--- src/rtl/spi_master_mc.sv ---
// Multi-slave SPI master: runtime CPOL/CPHA per transfer, programmable SCLK divider,
// selectable bit order and one-hot active-low slave selects. All outputs registered.
module spi_master_mc #(
  parameter int DATA_W    = 8,
  parameter int NUM_SS    = 4,
  parameter int CLK_DIV   = 4,
  parameter int MSB_FIRST = 1,
  localparam int SS_W     = (NUM_SS > 1) ? $clog2(NUM_SS) : 1
) (
  input  logic              clk,
  input  logic              rst,
  input  logic              start_transfer,
  input  logic [DATA_W-1:0] tx_data,
  input  logic [SS_W-1:0]   ss_sel,
  input  logic              cpol,
  input  logic              cpha,
  output logic              busy,
  output logic              transfer_done,
  output logic [DATA_W-1:0] rx_data,
  output logic              sclk,
  output logic [NUM_SS-1:0] ss_n,
  output logic              mosi,
  input  logic              miso
);

  localparam logic [1:0] S_IDLE  = 2'd0;
  localparam logic [1:0] S_SETUP = 2'd1;
  localparam logic [1:0] S_XFER  = 2'd2;
  localparam logic [1:0] S_HOLD  = 2'd3;

  localparam int DIV_W  = (CLK_DIV > 1) ? $clog2(CLK_DIV) : 1;
  localparam int EDGE_W = $clog2(2 * DATA_W);
  localparam logic [DIV_W-1:0]  DIV_LAST   = DIV_W'(CLK_DIV - 1);
  localparam logic [EDGE_W-1:0] EDGE_LAST  = EDGE_W'(2 * DATA_W - 1);
  localparam logic [EDGE_W-1:0] EDGE_LAST2 = EDGE_W'(2 * DATA_W - 2);

  logic [1:0]        state_q, state_d;
  logic [DIV_W-1:0]  div_q, div_d;
  logic [EDGE_W-1:0] edge_q, edge_d;
  logic [DATA_W-1:0] tx_q, tx_d;
  logic [DATA_W-1:0] rx_sh_q, rx_sh_d;
  logic [DATA_W-1:0] rx_data_q, rx_data_d;
  logic              cpol_q, cpol_d;
  logic              cpha_q, cpha_d;
  logic              sclk_q, sclk_d;
  logic [NUM_SS-1:0] ss_n_q, ss_n_d;
  logic              mosi_q, mosi_d;
  logic              busy_q, busy_d;
  logic              done_q, done_d;
  logic              div_end;
  logic              ss_valid;

  function automatic logic first_bit(input logic [DATA_W-1:0] w);
    return (MSB_FIRST != 0) ? w[DATA_W-1] : w[0];
  endfunction

  function automatic logic [DATA_W-1:0] shift_out(input logic [DATA_W-1:0] w);
    return (MSB_FIRST != 0) ? {w[DATA_W-2:0], 1'b0} : {1'b0, w[DATA_W-1:1]};
  endfunction

  function automatic logic [DATA_W-1:0] shift_in(input logic [DATA_W-1:0] w, input logic b);
    return (MSB_FIRST != 0) ? {w[DATA_W-2:0], b} : {b, w[DATA_W-1:1]};
  endfunction

  assign div_end  = (div_q == DIV_LAST);
  assign ss_valid = int'(ss_sel) < NUM_SS;

  always_comb begin
    state_d   = state_q;
    div_d     = div_q + 1'b1;
    edge_d    = edge_q;
    tx_d      = tx_q;
    rx_sh_d   = rx_sh_q;
    rx_data_d = rx_data_q;
    cpol_d    = cpol_q;
    cpha_d    = cpha_q;
    sclk_d    = sclk_q;
    ss_n_d    = ss_n_q;
    mosi_d    = mosi_q;
    busy_d    = busy_q;
    done_d    = 1'b0;
    case (state_q)
      S_IDLE: begin
        sclk_d = cpol;
        busy_d = 1'b0;
        div_d  = '0;
        // busy_q is still high in the done cycle, which blocks an accept there
        if (start_transfer && ss_valid && !busy_q) begin
          state_d = S_SETUP;
          cpol_d  = cpol;
          cpha_d  = cpha;
          busy_d  = 1'b1;
          rx_sh_d = '0;
          ss_n_d  = ~(NUM_SS'(1) << ss_sel);
          if (cpha) begin
            mosi_d = 1'b0;
            tx_d   = tx_data;
          end else begin
            mosi_d = first_bit(tx_data);
            tx_d   = shift_out(tx_data);
          end
        end
      end
      S_SETUP: begin
        if (div_end) begin
          state_d = S_XFER;
          div_d   = '0;
          edge_d  = '0;
          sclk_d  = ~cpol_q;
          if (cpha_q) begin
            mosi_d = first_bit(tx_q);
            tx_d   = shift_out(tx_q);
          end
        end
      end
      S_XFER: begin
        // edge_q even = leading edge shown this cycle, odd = trailing
        if (div_q == '0 && (edge_q[0] == cpha_q)) rx_sh_d = shift_in(rx_sh_q, miso);
        if (div_end) begin
          div_d = '0;
          if (edge_q == EDGE_LAST) begin
            state_d = S_HOLD;
            sclk_d  = cpol_q;
          end else begin
            edge_d = edge_q + 1'b1;
            sclk_d = ~sclk_q;
            if (edge_q[0] ? cpha_q : (!cpha_q && edge_q != EDGE_LAST2)) begin
              mosi_d = first_bit(tx_q);
              tx_d   = shift_out(tx_q);
            end
          end
        end
      end
      default: begin
        if (div_end) begin
          state_d   = S_IDLE;
          ss_n_d    = '1;
          mosi_d    = 1'b0;
          done_d    = 1'b1;
          rx_data_d = rx_sh_q;
        end
      end
    endcase
  end

  always_ff @(posedge clk) begin
    if (rst) begin
      state_q   <= S_IDLE;
      div_q     <= '0;
      edge_q    <= '0;
      tx_q      <= '0;
      rx_sh_q   <= '0;
      rx_data_q <= '0;
      cpol_q    <= 1'b0;
      cpha_q    <= 1'b0;
      sclk_q    <= 1'b0;
      ss_n_q    <= '1;
      mosi_q    <= 1'b0;
      busy_q    <= 1'b0;
      done_q    <= 1'b0;
    end else begin
      state_q   <= state_d;
      div_q     <= div_d;
      edge_q    <= edge_d;
      tx_q      <= tx_d;
      rx_sh_q   <= rx_sh_d;
      rx_data_q <= rx_data_d;
      cpol_q    <= cpol_d;
      cpha_q    <= cpha_d;
      sclk_q    <= sclk_d;
      ss_n_q    <= ss_n_d;
      mosi_q    <= mosi_d;
      busy_q    <= busy_d;
      done_q    <= done_d;
    end
  end

  assign busy          = busy_q;
  assign transfer_done = done_q;
  assign rx_data       = rx_data_q;
  assign sclk          = sclk_q;
  assign ss_n          = ss_n_q;
  assign mosi          = mosi_q;

endmodule

--- config.mk ---
export PLATFORM = sky130hd
export DESIGN_NAME = spi_master_mc
export DESIGN_NICKNAME = d
export VERILOG_FILES = /design/src/rtl/spi_master_mc.sv
export SDC_FILE = /design/constraint.sdc
export NUM_CORES = 1
export LEC_CHECK = 0
export CAP_MARGIN = 0
export CORE_MARGIN = 1
export CORE_UTILIZATION = 45
export DETAILED_ROUTE_END_ITERATION = 10
export PLACE_DENSITY = 0.68
export REMOVE_ABC_BUFFERS = 1
export SETUP_SLACK_MARGIN = 0.4
export SLEW_MARGIN = 20
export SYNTH_ARGS = -nofsm -noshare
export SYNTH_HDL_FRONTEND = slang
export SYNTH_SLANG_ARGS = --single-unit
--- constraint.sdc ---
create_clock -name clk -period 3.4 [get_ports clk]
set_input_delay 0.34 -clock clk [delete_from_list [all_inputs] [get_ports clk]]
set_output_delay 0.34 -clock clk [all_outputs]
set_load 0.01 [all_outputs]
Word level (Yosys, flattened, before mapping)
Index checks and enable logic that the tools add are counted.

Flip-flop bits (word level): 42. Bits in latches: 0. Memory bits (writable): 0. Memory bits (read-only): 0. Input bits: 16. Output and inout port bits: 16. Word-level logic and storage cells: 100. Memories kept: 0.

$add $sub $neg: 2. Multipliers: 0. Div/mod/pow operators: 0. Magnitude comparators: 0. Equal/unequal tests: 14. Shift operators: 1. Muxes and demuxes: 42. Bitwise logic cells: 5. Reductions and logical operators: 23.

Operators with widths (count): 8-bit two-way mux (9); 8-bit one-hot mux with 3 select lines (1); 4-bit two-way mux (5); 2-bit != test, second input constant (8); 4-bit one-hot mux with 2 select lines (2); 8-bit one-hot mux with 2 select lines (1); 1-bit two-way mux (14); 7-bit AND reduction (2); 2-bit two-way mux (6); 3-bit AND reduction (3); 1-bit one-hot mux with 3 select lines (2); 2-bit one-hot mux with 3 select lines (1); 2-bit nonzero test (3); 5-bit AND reduction (1); 4-bit by 1-bit adder with 4-bit output, second input constant (1); 2-bit equality test, second input constant (2); 4-bit equality test, second input constant (1); 2-bit zero test (2); 4-bit != test, second input constant (1); 1-bit NOT (4); 4-bit NOT (1); 2-bit one-hot mux with 2 select lines (1); 2-bit AND reduction (2); 4-bit AND reduction (1); other kinds (10) (13).

Depth between registers and ports, before layout
Depth after elaboration: 7. Depth in mapped cells: 8. Depth with buffers taken out: 6.

Worst setup path after synthesis
Ideal clock, no wire load.

Path kind: reg-to-reg. From: register edge_q[0]. To: register mosi_q (netlist: mosi). Library setup time: 0.072 ns. Arrival: 1.886 ns. Data required time: 3.328 ns. Setup slack: 1.442 ns. Cell stages (with the launch flop): 9. Path buffers: 2. Clock period less this slack: 1.958 ns. Cell sequence: dfxtp_1 clkbuf_1 inv_1 ha_1 a311o_1 and3_1 clkbuf_1 a211oi_2 mux2i_1.

Longest elaborated chain between the ends: 5. Elaborated cells on any way between the ends: 7. Those cells by class: eq/ne: 4; mux: 1; reduce/logical: 2.

RTL lines: start: declaration (line 39) `logic [EDGE_W-1:0] edge_q, edge_d;`; start signal: assignment (line 164) `edge_q <= edge_d;`; 4-bit != test (line 127) `if (edge_q[0] ? cpha_q : (!cpha_q && edge_q != EDGE_LAST2)) begin`; 1-bit logical AND (line 127); 1-bit two-way mux (line 127); 2-bit != test (no line); 7-bit AND reduction (no line) *; end signal: assignment (line 172) `mosi_q <= mosi_d;`; end: declaration (line 47) `logic mosi_q, mosi_d;`.

Mark *: on every way between the ends. The rest lies on a longest branch, timed or not. A chain may end at the register's enable or synchronous reset.

Final worst setup path
From: register state_q[0]. To: register state_q[1].

Longest elaborated chain between the ends: 3. Elaborated cells on any way between the ends: 10. Those cells by class: eq/ne: 6; mux: 1; reduce/logical: 3.

RTL lines: start: declaration (line 37) `logic [1:0] state_q, state_d;`; start signal: assignment (line 162) `state_q <= state_d;`; 2-bit equality test (tied with other cells) (line 82) `case (state_q)`; 2-bit != test (no line) or 2-bit nonzero test (tied branches); 5-bit AND reduction (no line).

Several ways; a longest one is shown, not always the timed one.

==> impl_results.md <==
* Sequential cell area at 841 um2
* PD cells at 729 nW/um2
* Min-delay src: rx_data[2]$_SDFFE_PP0P_
* Clock tree sinks at 42
* Antenna-violating nets left at 0
* Crit. End Element: register
* Unrepaired setup endpoints after global routing: false
* Placement Setup Slack at 1.07 ns
* CP max stage delay at 0.52 ns
* Yosys top cell by area: sky130_fd_sc_hd__dfxtp_1
* Routed wire per std cell at 14.7 um
* Reported net switching power at 754 uW
* Category of cells accounting for the largest share of critical-path delay: simple AND/OR/NAND/NOR gates
* Total negative slack at 0 ns
* Cell total after placement at 321
* Worst setup skew after layout at 0.00544 ns
* Final weighted congestion in routability-driven placement at 0.795
* Total half-perimeter wirelength after legalization and detailed placement at 3250 um
* Top-count cell post-synth: sky130_fd_sc_hd__dfxtp_1
* Number of buffers added on ports at 31
* Share of async-settable or async-resettable flops after synthesis at 0%
* Final Worst Setup Slack at 1.05 ns
* Die Outline Area at 5010 um2
* Number of antenna violations at the first check in global routing at 0
* Clock tree from TritonCTS: done
* Area of the core at 4440 um2
* CTS Root Cell: sky130_fd_sc_hd__clkbuf_8
* Count of fill cells added during filler insertion at 420
* Reg2reg path depth at 6
* Pwr Total at 1850 uW
* Leakage component of the power at 0.000920 uW
* Share of synthesized area occupied by flip-flops and latches at 39.5%
* Register-to-register path setup slack at 1.05 ns
* Maximum number of pins on one net before global-route repair at 36
* Count of synthesis-stage warnings from yosys at 0
* Min cycle time layout at 2.35 ns
* Clock slew at reported path FFs at 0.08 ns
* Cell types occupying the most area after synthesis: sky130_fd_sc_hd__dfxtp_1 (39%), sky130_fd_sc_hd__a21oi_1 (6.3%), sky130_fd_sc_hd__mux2i_1 (6.1%), sky130_fd_sc_hd__nand4_1 (5.0%), sky130_fd_sc_hd__ha_1 (4.7%)
* Count of instances resized after the clock tree is built at 0
* Number of iterations in the first detailed-routing pass at 4
* Endpoint arrival time on the critical path at 2.54 ns
* Critical R2R Capture: state_q[1]$_SDFFE_PP0P_
* Max-cap violations at 0
* Worst Setup Path Type: reg -> reg
* Number of H-tree levels at 2
* Share of the synthesized area in the top cell type at 39.5%
* Num CTS Buffers at 5
* Remaining max-slew budget at the tightest pin at 48.2%
* Buffer depth of the longest clock path at 2
* X dimension of the die at 70.8 um
* Post-Syn Area per Cell at 8.29 um2
* Least-Margin Pin Slew at 0.777 ns
* Kind of start point of the critical path: register
* Clk network pwr share at 21.7%
* Switching share of power at 40.7%
* Remaining routing DRC violations at 0
* Total area of multi-input combinational cells at 1170 um2
* Global router's overall resource usage at 20.2%
* Number of enable flip-flop cells after synthesis at 0
* Total vias in the final route at 1877
* Area growth, synth to finish at 19.4%
* Crit path cell chain: inv_1, ha_1, or3b_1, a222oi_1, mux2i_1, nor2_1
* Final clock period utilization by the worst path at 69.2%
* NumNets Final at 300
* Final hold violations at 0
* Number of diodes at 0
* Worst flop-to-flop path startpoint: state_q[0]$_SDFFE_PP0P_
* Ys flop type: sky130_fd_sc_hd__dfxtp_1
* Std cell rows at 24
* Via count of the first global-routing pass at 1702
* Post-CTS setup buffer count at 0
* Internal power of the cells at 1100 uW
* # IOs at 32
* Fin area at 2540 um2
* Status: finished, final reports clean
* Initial DRC count at 131
* Number of standard cells in the final layout excluding fillers at 329
* Distinct cell type count of the synthesized netlist at 45
* Worst min path class: reg -> reg
* VDD IR-drop max at 0.350 mV
* Endpoint of the worst hold-timing path: rx_data[2]$_SDFFE_PP0P_
* Hold-critical path depth at 2
* Slowest stage cell on the critical path: sky130_fd_sc_hd__or3b_1
* Initial Util at 47.9%
* Area of the mapped netlist at 2130 um2
* Gate Count Post-Synth at 257
* Cell area reported after detailed placement at 2430 um2
* Overall die height at 70.8 um
* Highest achievable clock rate at 425 MHz
* Share of final-layout standard cells stronger than drive strength 1 at 4.33%
* WP data required at 3.58 ns
* Number of hold buffers added after cts at 0
* Number of vias per cell after detailed routing at 5.71
* Global route total overflow at 0
* Leading post-synthesis cells by instance count: sky130_fd_sc_hd__dfxtp_1 (42), sky130_fd_sc_hd__a21oi_1 (27), sky130_fd_sc_hd__nand2_1 (21)
* Post-synthesis register bit count at 42
* Final-report max-slew violation count at 0
* CP Buf/Inv Count at 1
* Global-route wire length before repair at 8080 um
* Clk_lat worst skew at 0.30 ns
* Routed Wire Length at 4840 um
* Setup-violating endpoint count in the final report at 0
* Highest net fanout along the worst path at 25
* Proportion of power drawn by combinational gates at 44.9%
* Sequential fraction of design power at 33.4%
[layout by cell type, fill, tap and decap left out, types with 8 or more instances in the layout]
cell type,instances
sky130_fd_sc_hd__nand4_1,17
sky130_fd_sc_hd__mux2i_1,13
sky130_fd_sc_hd__nand3_1,12
sky130_fd_sc_hd__o31ai_1,9
sky130_fd_sc_hd__nand2_1,21
sky130_fd_sc_hd__nor2_1,17
sky130_fd_sc_hd__a21oi_1,27
sky130_fd_sc_hd__ha_1,8
sky130_fd_sc_hd__inv_1,10
sky130_fd_sc_hd__o21ai_0,17
sky130_fd_sc_hd__dfxtp_1,42
sky130_fd_sc_hd__clkdlybuf4s50_1,31
[state kept, by name, summed over array words and instances (netlist names)]
| name | flops |
|---|---|
| sclk | 1 |
| tx_q | 8 |
| state_q | 2 |
| div_q | 2 |
| rx_sh_q | 8 |
| cpha_q | 1 |
| rx_data | 8 |
| transfer_done | 1 |
| ss_n | 4 |
| mosi | 1 |
| busy | 1 |
| edge_q | 4 |
| cpol_q | 1 |
[power by group through the flow]
| stage | Combinational, uW | Sequential [uW] | Clock, uW |
|---|---|---|---|
| global route | 914 | 631 | 425 |
| global placement | 819 | 625 | 0 |
| floorplan | 595 | 627 | 0 |
| detailed placement | 824 | 628 | 0 |
| finish | 832 | 619 | 402 |
| CTS | 829 | 617 | 409 |
[cell type report]
type / count / area share [%]
tap: 52 / 2.56
sequential: 42 / 33.1
inverter: 11 / 1.62
clock inverter: 2 / 1.48
multi-input combinational: 184 / 45.9
timing repair buffer: 32 / 12.5
clock buffer: 6 / 2.85
[worst max path at each step]
stage,cells after the start,endpoint,slack (ns),start
floorplan,6,state_q[1]$_SDFFE_PP0P_,1.31,state_q[0]$_SDFFE_PP0P_
global placement,6,state_q[1]$_SDFFE_PP0P_,1.15,state_q[0]$_SDFFE_PP0P_
detailed placement,6,state_q[1]$_SDFFE_PP0P_,1.07,state_q[0]$_SDFFE_PP0P_
CTS,6,state_q[1]$_SDFFE_PP0P_,1.05,state_q[0]$_SDFFE_PP0P_
global route,6,tx_q[5]$_SDFFE_PP0P_,0.81,state_q[0]$_SDFFE_PP0P_
finish,6,state_q[1]$_SDFFE_PP0P_,1.05,state_q[0]$_SDFFE_PP0P_
[layer usage]
metal  GRT usage (%)  part of all wire, %
met3            4.27                  2.9
met1            27.6                   51
met4            4.67                 0.74
met2            32.7                   45
met5               0                    0
[cells by family after synthesis]
group | Yosys count | synth area share [%]
AOI/OAI and AO/OA | 74 | 21.9
buffers and inverters | 31 | 5.70
muxes | 13 | 6.11
and+or+nand+nor | 86 | 20.9
xor gates and xnor gates | 3 | 1.23
DFF | 42 | 39.5
adders and majority gates | 8 | 4.70
[stage by stage]
step | util, % | hold slack, ns
5_1_grt | 57.2 | 0.476
4_1_cts | 57.2 | 0.459
3_3_place_gp | 54.7 | 0.442
3_5_place_dp | 54.7 | 0.448
6_report | 57.2 | 0.455
2_1_floorplan | - | 0.409
[worst register-to-register path: cells and delay by family (launching register included)]
family / cells / cell delay (ns)
AOI/OAI and AO/OA: 1 / 0.45
adders and majority gates: 1 / 0.48
buffers and inverters: 1 / 0.09
DFF: 1 / 0.39
muxes: 1 / 0.25
and+or+nand+nor: 2 / 0.58
Note: power is estimated with default switching activity, not from simulation.
